File: src/rtl/ram_recorder.sv
// Record/playback controller over an internal synchronous RAM, driven by one-cycle button pulses.
// Optional RAM_RECORDER_LOOP_PLAY_EN: playback wraps to address 0 instead of stopping at the end.
module ram_recorder #(
  parameter int DATA_W   = 4,
  parameter int ADDR_W   = 5,
  parameter int DEPTH    = 32,
  parameter int STEP_DIV = 1
) (
  input  logic              clk,
  input  logic              rst_n,
  input  logic              rec_pulse,
  input  logic              play_pulse,
  input  logic [DATA_W-1:0] din,
  output logic [DATA_W-1:0] dout,
  output logic              weout,
  output logic              busy,
  output logic [ADDR_W-1:0] addr,
  output logic [ADDR_W:0]   len,
  output logic              done
);

  localparam int LEN_W = ADDR_W + 1;
  localparam int DIV_W = (STEP_DIV > 1) ? $clog2(STEP_DIV) : 1;

  typedef enum logic [1:0] {
    S_IDLE,
    S_RECORD,
    S_PLAY
  } state_t;

  state_t             state;
  logic [DIV_W-1:0]   div_cnt;
  logic               tick;
  logic               wr_en;
  logic               last_addr;
  logic               len_full;
  logic [DATA_W-1:0]  mem [DEPTH];

  assign tick      = (div_cnt == DIV_W'(STEP_DIV - 1));
  assign wr_en     = (state == S_RECORD) && tick;
  assign last_addr = ({1'b0, addr} == (len - LEN_W'(1)));
  // The sample written on this tick is the one that fills the RAM.
  assign len_full  = ((len + LEN_W'(1)) == LEN_W'(DEPTH));

  // NOTE: the RAM has no reset so it maps onto block/distributed RAM; len
  // going to 0 on reset is what makes stale contents unreachable.
  always_ff @(posedge clk) begin
    if (wr_en) begin
      mem[addr] <= din;
    end
  end

  // NOTE: every register here uses <=, so all branches see the pre-edge
  // values of addr/len/div_cnt regardless of statement order.
  always_ff @(posedge clk or negedge rst_n) begin
    if (!rst_n) begin
      state   <= S_IDLE;
      div_cnt <= '0;
      dout    <= '0;
      weout   <= 1'b0;
      busy    <= 1'b0;
      addr    <= '0;
      len     <= '0;
      done    <= 1'b0;
    end else begin
      done <= 1'b0;
      case (state)
        S_IDLE: begin
          if (rec_pulse) begin
            state   <= S_RECORD;
            div_cnt <= '0;
            addr    <= '0;
            len     <= '0;
            weout   <= 1'b1;
            busy    <= 1'b1;
          end else if (play_pulse && (len != '0)) begin
            state   <= S_PLAY;
            div_cnt <= '0;
            addr    <= '0;
            busy    <= 1'b1;
          end
        end

        S_RECORD: begin
          div_cnt <= tick ? '0 : div_cnt + DIV_W'(1);
          if (tick) begin
            addr <= addr + ADDR_W'(1);
            len  <= len + LEN_W'(1);
          end
          // A stop pulse on a tick edge still keeps that tick's write.
          if (rec_pulse || (tick && len_full)) begin
            state   <= S_IDLE;
            div_cnt <= '0;
            weout   <= 1'b0;
            busy    <= 1'b0;
            done    <= 1'b1;
          end
        end

        S_PLAY: begin
          div_cnt <= tick ? '0 : div_cnt + DIV_W'(1);
          if (play_pulse) begin
            state   <= S_IDLE;
            div_cnt <= '0;
            busy    <= 1'b0;
          end else if (tick) begin
            dout <= mem[addr];
            if (last_addr) begin
`ifdef RAM_RECORDER_LOOP_PLAY_EN
              addr <= '0;
`else
              state   <= S_IDLE;
              div_cnt <= '0;
              busy    <= 1'b0;
              done    <= 1'b1;
`endif
            end else begin
              addr <= addr + ADDR_W'(1);
            end
          end
        end

        default: begin
          state   <= S_IDLE;
          div_cnt <= '0;
          weout   <= 1'b0;
          busy    <= 1'b0;
        end
      endcase
    end
  end

endmodule

File: config.mk
export PLATFORM = sky130hd
export DESIGN_NAME = ram_recorder
export DESIGN_NICKNAME = d
export VERILOG_FILES = /design/src/rtl/ram_recorder.sv
export SDC_FILE = /design/constraint.sdc
export NUM_CORES = 1
export LEC_CHECK = 0
export BUFFER_PORTS_ARGS = -buffer_cell sky130_fd_sc_hd__buf_2
export CAP_MARGIN = 10
export CORE_ASPECT_RATIO = 0.9
export CORE_MARGIN = 2
export CORE_UTILIZATION = 60
export DETAILED_ROUTE_END_ITERATION = 7
export PLACE_DENSITY = 0.78
export SLEW_MARGIN = 0
export SYNTH_ARGS = -nofsm -noshare
export SYNTH_HDL_FRONTEND = slang
export SYNTH_SLANG_ARGS = --single-unit
File: constraint.sdc
create_clock -name clk -period 2.5 [get_ports clk]
set_clock_uncertainty 0.2 [all_clocks]
set_input_delay 0.5 -clock clk [delete_from_list [all_inputs] [get_ports clk]]
set_output_delay 0.5 -clock clk [all_outputs]
set_load 0.01 [all_outputs]
* Word-level counts from Yosys, hierarchy flattened
Memory sizes are Yosys's and may differ from the RTL's. A register that Yosys moved wholly into a read port is not among the register bits.
Index checks and enable logic that the tools add are counted.
** Word-level totals
- Register bits :: 17
- Memory bits (writable) :: 128
- Bits of input ports :: 8
- Output and inout bits :: 18
- Logic and storage cells :: 83
- Memories :: 1
** Memories
- mem :: words 32, width 4, rd ports 1, clocked after Yosys merged registers in 1, wr ports 1, line 37 : logic [DATA_W-1:0] mem [DEPTH];
** Cells by class
- Add/sub/neg operators :: 4
- Eq/ne operators :: 13
- Muxes and demuxes :: 41
- Bitwise operators :: 3
- Reduce and logical (&&, ||, !) cells :: 14
** Operator list (number)
- $mux W5 :: 6
- $mux W1 :: 20
- $pmux W5 S3 :: 1
- $mux W2 :: 6
- $mux W6 :: 2
- $pmux W6 S2 :: 1
- $ne A2 B2 Y1 const B :: 5
- $ne A3 B3 Y1 const B :: 3
- $pmux W1 S3 :: 3
- $reduce_and A3 Y1 :: 3
- $add A6 B1 Y6 const B :: 1
- $eq A5 B6 Y1 :: 1
- $eq A6 B6 Y1 const B :: 1
- $pmux W2 S3 :: 1
- $reduce_and A6 Y1 :: 1
- $reduce_bool A6 Y1 :: 1
- $sub A6 B1 Y6 const B :: 1
- $add A5 B1 Y5 const B :: 1
- $reduce_and A4 Y1 :: 1
- $logic_and A1 B1 Y1 :: 3
- $not A1 Y1 :: 3
- $reduce_bool A3 Y1 :: 1
- $eq A2 B1 Y1 const B :: 1
- $eq A2 B2 Y1 const B :: 1
- 7 further kinds :: 7

* Logic depth before layout (Yosys ltp)
Gate-level depths: netlist of run 1.
- Depth in word-level cells :: 6
- Mapped depth :: 10
- Gate-level depth less buffers :: 8

* Worst setup path before layout of run 1
Ideal clock, no wire load.
- Path kind :: flip-flop to flip-flop
- From :: register len[0]
- To :: register busy
- Setup time :: 0.126 ns
- Arrival :: 1.892 ns
- Required time :: 2.174 ns
- Setup slack :: 0.282 ns
- Cell stages (with the launch flop) :: 10
- Path buffers :: 1
- Clock period less this slack :: 2.218 ns
- Cell sequence :: dfrtp_1 > buf_6 > inv_1 > ha_1 > and3b_1 > nor3_1 > o31ai_1 > and3_1 > nor2_1 > o32a_1
** Between the ends
- Cells in the longest elaborated chain, start to end :: 6
- Elaborated cells on any way between the ends :: 12
- Classes of those cells :: add/sub (2); eq/ne (5); reduce/logical (5)
** RTL lines
- start, declared :: line 18 : output logic [ADDR_W:0] len,
- start signal, assigned :: line 88 : len <= len + LEN_W'(1);
- $add A6 B1 Y6 :: line 43 : assign len_full = ((len + LEN_W'(1)) == LEN_W'(DEPTH));
- $eq A6 B6 Y1 :: line 43
- $logic_and A1 B1 Y1 :: line 91 : if (rec_pulse || (tick && len_full)) begin
- $logic_or A1 B1 Y1 :: line 91
- $ne A2 B1 Y1 (no line)
- $reduce_and A4 Y1 (no line) *
- end signal, assigned :: line 95 : busy <= 1'b0;
- end signal, assigned :: line 105 : busy <= 1'b0;
- end signal, assigned :: line 114 : busy <= 1'b0;
- end, declared :: line 16 : output logic busy,
Mark *: on every way between the ends. The rest lies on a longest branch, timed or not.
A chain may end at the register's enable or synchronous reset.

* Worst setup path after layout of run 1
- From :: register state[1]
- To :: memory mem[21][1], enable pin
** Between the ends
- Cells in the longest elaborated chain, start to end :: 4
** RTL lines
- start, declared :: line 31 : state_t state;
- start signal, assigned :: line 57 : state <= S_IDLE;
- start signal, assigned :: line 70 : state <= S_RECORD;
- start signal, assigned :: line 77 : state <= S_PLAY;
- $eq A2 B1 Y1 :: line 40 : assign wr_en = (state == S_RECORD) && tick;
- $logic_and A1 B1 Y1 :: line 40
- $mux W1 :: line 48 : if (wr_en) begin
- $mux W1 (not written as such) :: line 49 : mem[addr] <= din;
- end, declared :: line 37
No other way between the ends.

==> impl_metrics.csv, run 1 <==
group,metric,value,unit
outcome,outcome,"complete, no violations",
synth,synth-async-reset-ratio,13.51,%
synth,synth_seq_cells,148,
die,floorplan.initialDensity,62.31,%
drt,routedWlPerCell,22.67,um
timing,worst_pin_slew,0.6037,ns
clock_tree,cts_buffer_depth,2,
die,row_count,35,
grt,antenna_found_initial,0,
grt,top_usage_layer,"met2",
power,power_density,1051,nW/um2
timing,hold_violations,0,
synth,synth_top_flop_cell,"edfxtp_1",
timing,max_slew_margin,59.75,%
grt,grtUsageTotal,24.59,%
finish,fin_cells,590,
grt,grt_first_pass_wirelength,20620,um
synth,yosys-top-cells-area,"edfxtp_1 (59%), mux4_2 (9.8%), dfrtp_1 (7.7%)",
synth,synth_area_leader_cell,"edfxtp_1",
worst_hold_path,hp-class,"in -> reg",
finish,syn2layout_area_growth,13.74,%
grt,grtUsageMet2,39.89,%
synth,yosysWarnings,0,
finish,layout-drive-gt1-share,23.21,%
die,die_area,11630,um2
synth,yosys.area.top_type_share,59.43,%
worst_setup_path,crit_path_max_fanout,12,
clock_tree,cts-root-buf,"clkbuf_16",
drt,drt_iter0_markers,334,
worst_setup_path,r2r_slack,0.11,ns
finish,fin_nets,467,
clock_tree,path_clk_slew,0.06,ns
timing,fmax,418.9,MHz
timing,min_period_over_period,95.49,%
placed_design,dp.cells,557,
synth,avgSynthCellArea,15.81,um2
synth,yosysSeqAreaShare,67.17,%
timing,slew_viol_final,0,
worst_setup_path,crit_required,2.37,ns
grt,grt_max_degree,38,
clock_tree,cts_tree,"done",
clock_tree,hold_buffers,1,
worst_setup_path,cp-start-kind,"register",
synth,syn-num-nets,428,
die,io_pins,26,
timing,fin_setup_tns,0,ns
placed_design,dp_hpwl,8605,um
worst_setup_path,path_class,"reg -> reg",
finish,final_cell_mix,"edfxtp_1 (128), nor2_1 (43), mux4_2 (28)",
die,fp.coreArea,10380,um2
drt,final_antenna_net_count,0,
die,die_w,113.4,um
synth,synthesis.instances,409,
grt,grt_pass1_vias,3813,
worst_setup_path,cp-end-kind,"register",
grt,use_met3,5.585,%
drt,num_vias,3744,
placed_design,routabilityCongestion,0.9104,
finish,diodes,0,
timing,final-setup-viol-count,0,
placed_design,place_ws,0.1796,ns
clock_tree,clk_latency,0.42,ns
synth,synth_edf_count,128,
drt,drc,0,
drt,dr.pass1.iters,5,
grt,grt_util_met1,32.96,%
grt,grt.overflow.total,0,
power,power.leakage,2.574,nW
die,die_h,102.5,um
job,max_cap_violations,0,
synth,synthDistinctLibCells,52,
clock_tree,post_cts_buffers,0,
clock_tree,clkSinkCount,148,
timing,worst_slack,0.1128,ns
timing,rsz0062_at_grt,"no",
clock_tree,cts_buffers,17,
drt,vias_per_cell,6.346,
drt,routed_wl,13370,um
clock_tree,cts_resized,0,
worst_setup_path,worstPathArrival,2.25,ns
finish,final_common_cell,"edfxtp_1",
clock_tree,htree_levels,4,
synth,syn_area,6467,um2
placed_design,io_buffer_count,25,
timing,period_minus_slack,2.387,ns
power,ir_drop,819.4,uV
-- report_power, final --
group / switching (mW) / internal, mW / leakage, nW / total, mW
registers: 0.172 / 2.89 / 1.41 / 3.06
logic: 1.18 / 0.942 / 0.873 / 2.12
clock network: 1.05 / 1.50 / 0.293 / 2.55
total: 2.40 / 5.33 / 2.57 / 7.73
-- per-stage QoR --
step                      hold slack, ns  area, um2  utilization, %  power (mW)
after global routing              0.1705       7356           70.87       8.032
final                             0.1768       7356           70.87       7.729
after global placement            0.2810       6750           65.04       5.139
after detailed placement          0.2875       6750           65.04       5.190
after floorplan                 0.004409       6467               -       4.643
after CTS                         0.1621       7356           70.87       7.738
-- final timing paths --
check | startpoint | cells past startpoint | to
worst min register to register | busy | 1 | busy
min in group asynchronous | rst_n | 2 | weout
worst min-delay path | rec_pulse | 2 | state[1]
max in group asynchronous | rst_n | 2 | addr[0]
worst max-delay path | state[1] | 4 | mem[21][1]
worst max register to register | state[1] | 4 | mem[21][1]
-- logic make-up (layout without fill, tap and decap cells) --
group / Yosys count / count (layout) / share of synthesized area, %
AO/OA/AOI/OAI: 51 / 51 / 5.533
adder cells (fa/ha/maj): 11 / 11 / 2.128
XOR/XNOR: 7 / 7 / 1.064
multiplexers: 39 / 39 / 12.46
flip-flops: 148 / 148 / 67.17
buffers and inverters: 36 / 88 / 3.192
AND/OR/NAND/NOR: 117 / 117 / 8.454
-- worst max-delay path, cell delays in order, from the launching register on --
cell	delay, ns
dfrtp_1	0.41
inv_1	0.11
ha_1	0.43
nand2_1	0.41
nor2_1	0.47
-- cells in the mapped netlist, types with 2 or more instances --
| cell type | number |
|---|---|
| a31oi_1 | 2 |
| a21oi_1 | 13 |
| nand2b_1 | 4 |
| and3_1 | 3 |
| o211ai_1 | 7 |
| mux2i_1 | 7 |
| o21ai_0 | 4 |
| dfrtp_1 | 20 |
| buf_4 | 2 |
| buf_6 | 5 |
| nor2_1 | 43 |
| nor3b_1 | 2 |
| a21o_1 | 2 |
| o31ai_1 | 2 |
| xor2_1 | 2 |
| o32a_1 | 2 |
| nand4_1 | 2 |
| a22oi_1 | 2 |
| nor2b_1 | 3 |
| ha_1 | 11 |
| edfxtp_1 | 128 |
| mux4_1 | 4 |
| o22a_1 | 4 |
| buf_2 | 8 |
| xnor2_1 | 4 |
| nand3b_1 | 2 |
| nand2_1 | 24 |
| inv_1 | 12 |
| buf_1 | 3 |
| nand3_1 | 17 |
| mux4_2 | 28 |
| nor3_1 | 11 |
| clkbuf_1 | 4 |
| a22o_1 | 3 |
| nor3_2 | 2 |
-- metal layers --
layer  wire, um  share of wire, %
met1       5563                42
met2       6599                49
met3        914               6.8
met4        296               2.2
met5          0                 0
-- sequential cells by signal, summed over array words and instances (netlist names) --
| name | cells |
|---|---|
| done | 1 |
| weout | 1 |
| busy | 1 |
| state | 2 |
| len | 6 |
| mem | 128 |
| addr | 5 |
| dout | 4 |
-- layout make-up --
class,count,area (um2)
Multi-Input combinational cell,225,1917
Tap cell,129,161.4
Fill cell,658,3023
Clock buffer,17,425.4
Timing Repair Buffer,43,287.8
Clock inverter,15,170.2
Sequential cell,148,4345
Inverter,13,48.80
Power figures use the tool's default switching activity.
==> run 2: changes to the inputs <==
--- a/config.mk
+++ b/config.mk
@@ -12,6 +12,7 @@
 export CORE_UTILIZATION = 60
 export DETAILED_ROUTE_END_ITERATION = 7
 export PLACE_DENSITY = 0.78
+export RECOVER_POWER = 25
 export SLEW_MARGIN = 0
 export SYNTH_ARGS = -nofsm -noshare
 export SYNTH_HDL_FRONTEND = slang
==> constraint.sdc (replaced) <==
create_clock -name clk -period 2.5 [get_ports clk]
set_clock_uncertainty 0.2 [all_clocks]
set_input_delay 0.125 -clock clk [delete_from_list [all_inputs] [get_ports clk]]
set_output_delay 0.125 -clock clk [all_outputs]
set_load 0.01 [all_outputs]
==> run 2 against run 1 <==
  * Register-to-register slack better by 0.04 ns
  * Combinational power about the same
  * Via count up 0.35%
  * Sequential cell count unchanged
  * Die area unchanged
  * Critical path depth unchanged
  * Total power about the same
  * Non-clock buffer count up 4
  * Global-route usage up 0.053 points
==> impl_metrics.csv, run 2 (synthesis gave the netlist of run 1 again) <==
group,metric,value,unit
drt,drc,0,
drt,routed_wl,13350,um
grt,grtUsageTotal,24.64,%
placed_design,dp_hpwl,8605,um
clock_tree,clk_latency,0.42,ns
die,floorplan.initialDensity,62.31,%
placed_design,io_buffer_count,25,
die,io_pins,26,
timing,rsz0062_at_grt,"no",
power,finalPower,7.735,mW
worst_setup_path,path_class,"reg -> reg",
worst_setup_path,r2r_end,"mem[21][1]",
timing,period_minus_slack,2.350,ns
job,max_cap_violations,0,
power,power.leakage,2.583,nW
worst_setup_path,critPathCapture,"mem[21][1]",
worst_setup_path,cp-end-kind,"register",
placed_design,post_dp_cell_area,6750,um2
worst_setup_path,crit_chain,"inv_1 -> ha_1 -> nand2_1 -> nor2_1",
worst_setup_path,reg2reg_depth,4,
grt,grt_first_pass_wirelength,20680,um
clock_tree,cts-root-buf,"clkbuf_16",
worst_setup_path,crit_required,2.37,ns
worst_setup_path,crit_path_max_fanout,12,
die,die_area,11630,um2
finish,layout-drive-gt1-share,22.37,%
drt,drt_iter0_markers,377,
finish,largest_reg_flops,128,
timing,min_period_over_period,93.99,%
drt,final_antenna_net_count,0,
drt,routedWlPerCell,22.47,um
die,fp.coreArea,10380,um2
grt,grt_util_met1,33.12,%
timing,fmax,425.6,MHz
drt,dr.pass1.iters,6,
clock_tree,cts_buffers,17,
worst_setup_path,cp.depth,4,
worst_setup_path,slowest_delay,0.46,ns
grt,top_usage_layer,"met2",
clock_tree,cts_tree,"done",
grt,grt_pass1_vias,3829,
finish,diodes,0,
worst_hold_path,hp-class,"in -> reg",
finish,syn2layout_area_growth,14.30,%
drt,num_vias,3757,
timing,max_slew_margin,7.321,%
die,die_w,113.4,um
grt,grt_max_degree,38,
die,die_h,102.5,um
clock_tree,cts_resized,0,
worst_setup_path,r2r-start,"state[1]",
worst_setup_path,cp_top_family,"simple AND/OR/NAND/NOR gates",
timing,worst_pin_slew,1.390,ns
finish,fin_nets,471,
timing,final-setup-viol-count,0,
worst_setup_path,startpoint,"state[1]",
worst_setup_path,crit_slowest_cell,"nor2_1",
outcome,outcome,"complete, no violations",
clock_tree,post_cts_buffers,0,
grt,grtUsageMet2,39.89,%
power,ir_drop,816.3,uV
worst_setup_path,cp-start-kind,"register",
die,row_count,35,
grt,antenna_found_initial,0,
timing,slew_viol_final,0,
worst_setup_path,crit_buf_inv,1,
grt,grt.overflow.total,0,
timing,hold_violations,0,
drt,vias_per_cell,6.325,
worst_setup_path,r2r_slack,0.15,ns
finish,fillers,656,
clock_tree,path_clk_slew,0.06,ns
placed_design,routabilityCongestion,0.9104,
finish,final_common_cell,"edfxtp_1",
worst_setup_path,worstPathArrival,2.22,ns
clock_tree,htree_levels,4,
grt,use_met3,5.585,%
finish,fin_area,7392,um2
finish,regMostFlops,"mem",
clock_tree,clkSinkCount,148,
timing,fin_setup_tns,0,ns
finish,final_cell_mix,"edfxtp_1 (128), nor2_1 (43), mux4_2 (28)",
finish,top_regs,"mem x128, len x6, addr x5",
power,power_density,1046,nW/um2
clock_tree,cts_buffer_depth,2,
clock_tree,hold_buffers,5,
## run 2: changes by cell type in the layout (fill, tap and decap cells not counted), sizes merged
cell	previous run	this run
dlygate4sd3	1	5
clkbuf	17	20
buf	42	39
## run 2: area by class of cell
| cell class | instances | area (um2) | share of cell area, % |
|---|---|---|---|
| Sequential cell | 148 | 4345 | 58.78 |
| Multi-Input combinational cell | 225 | 1917 | 25.93 |
| Clock buffer | 17 | 425.4 | 5.755 |
| Timing Repair Buffer | 47 | 324.1 | 4.384 |
| Clock inverter | 15 | 170.2 | 2.302 |
| Tap cell | 129 | 161.4 | 2.183 |
| Inverter | 13 | 48.80 | 0.6601 |
## run 2: report_power, final
group	leakage (nW)	switching (mW)	internal (mW)
combinational	0.881	1.18	0.945
sequential	1.41	0.171	2.89
clock	0.293	1.05	1.50
## run 2: layer usage
metal | wire length [um] | part of all wire (%)
met1 | 5564 | 42
met2 | 6576 | 49
met3 | 912 | 6.8
met4 | 295 | 2.2
met5 | 0 | 0
## run 2: how the worst min path moves through the flow
stage	endpoint	slack, ns	start	cells after the start
finish	mem[4][1]	0.06	din[1]	1
global route	mem[4][1]	0.07	din[1]	1
CTS	mem[4][3]	0.03	din[3]	1
detailed placement	busy	-0.09	rst_n	1
global placement	weout	-0.09	rst_n	1
floorplan	addr[0]	-0.37	rst_n	0
## run 2: metrics by stage
step,utilization [%],worst slack (ns),instances,hold slack [ns]
after floorplan,-,0.2819,409,-0.3706
after global placement,65.04,0.2519,557,-0.08865
after detailed placement,65.04,0.1796,557,-0.08745
after CTS,71.26,0.1622,594,0.02898
after global routing,71.22,0.01213,594,0.06811
final,71.22,0.1502,594,0.05712
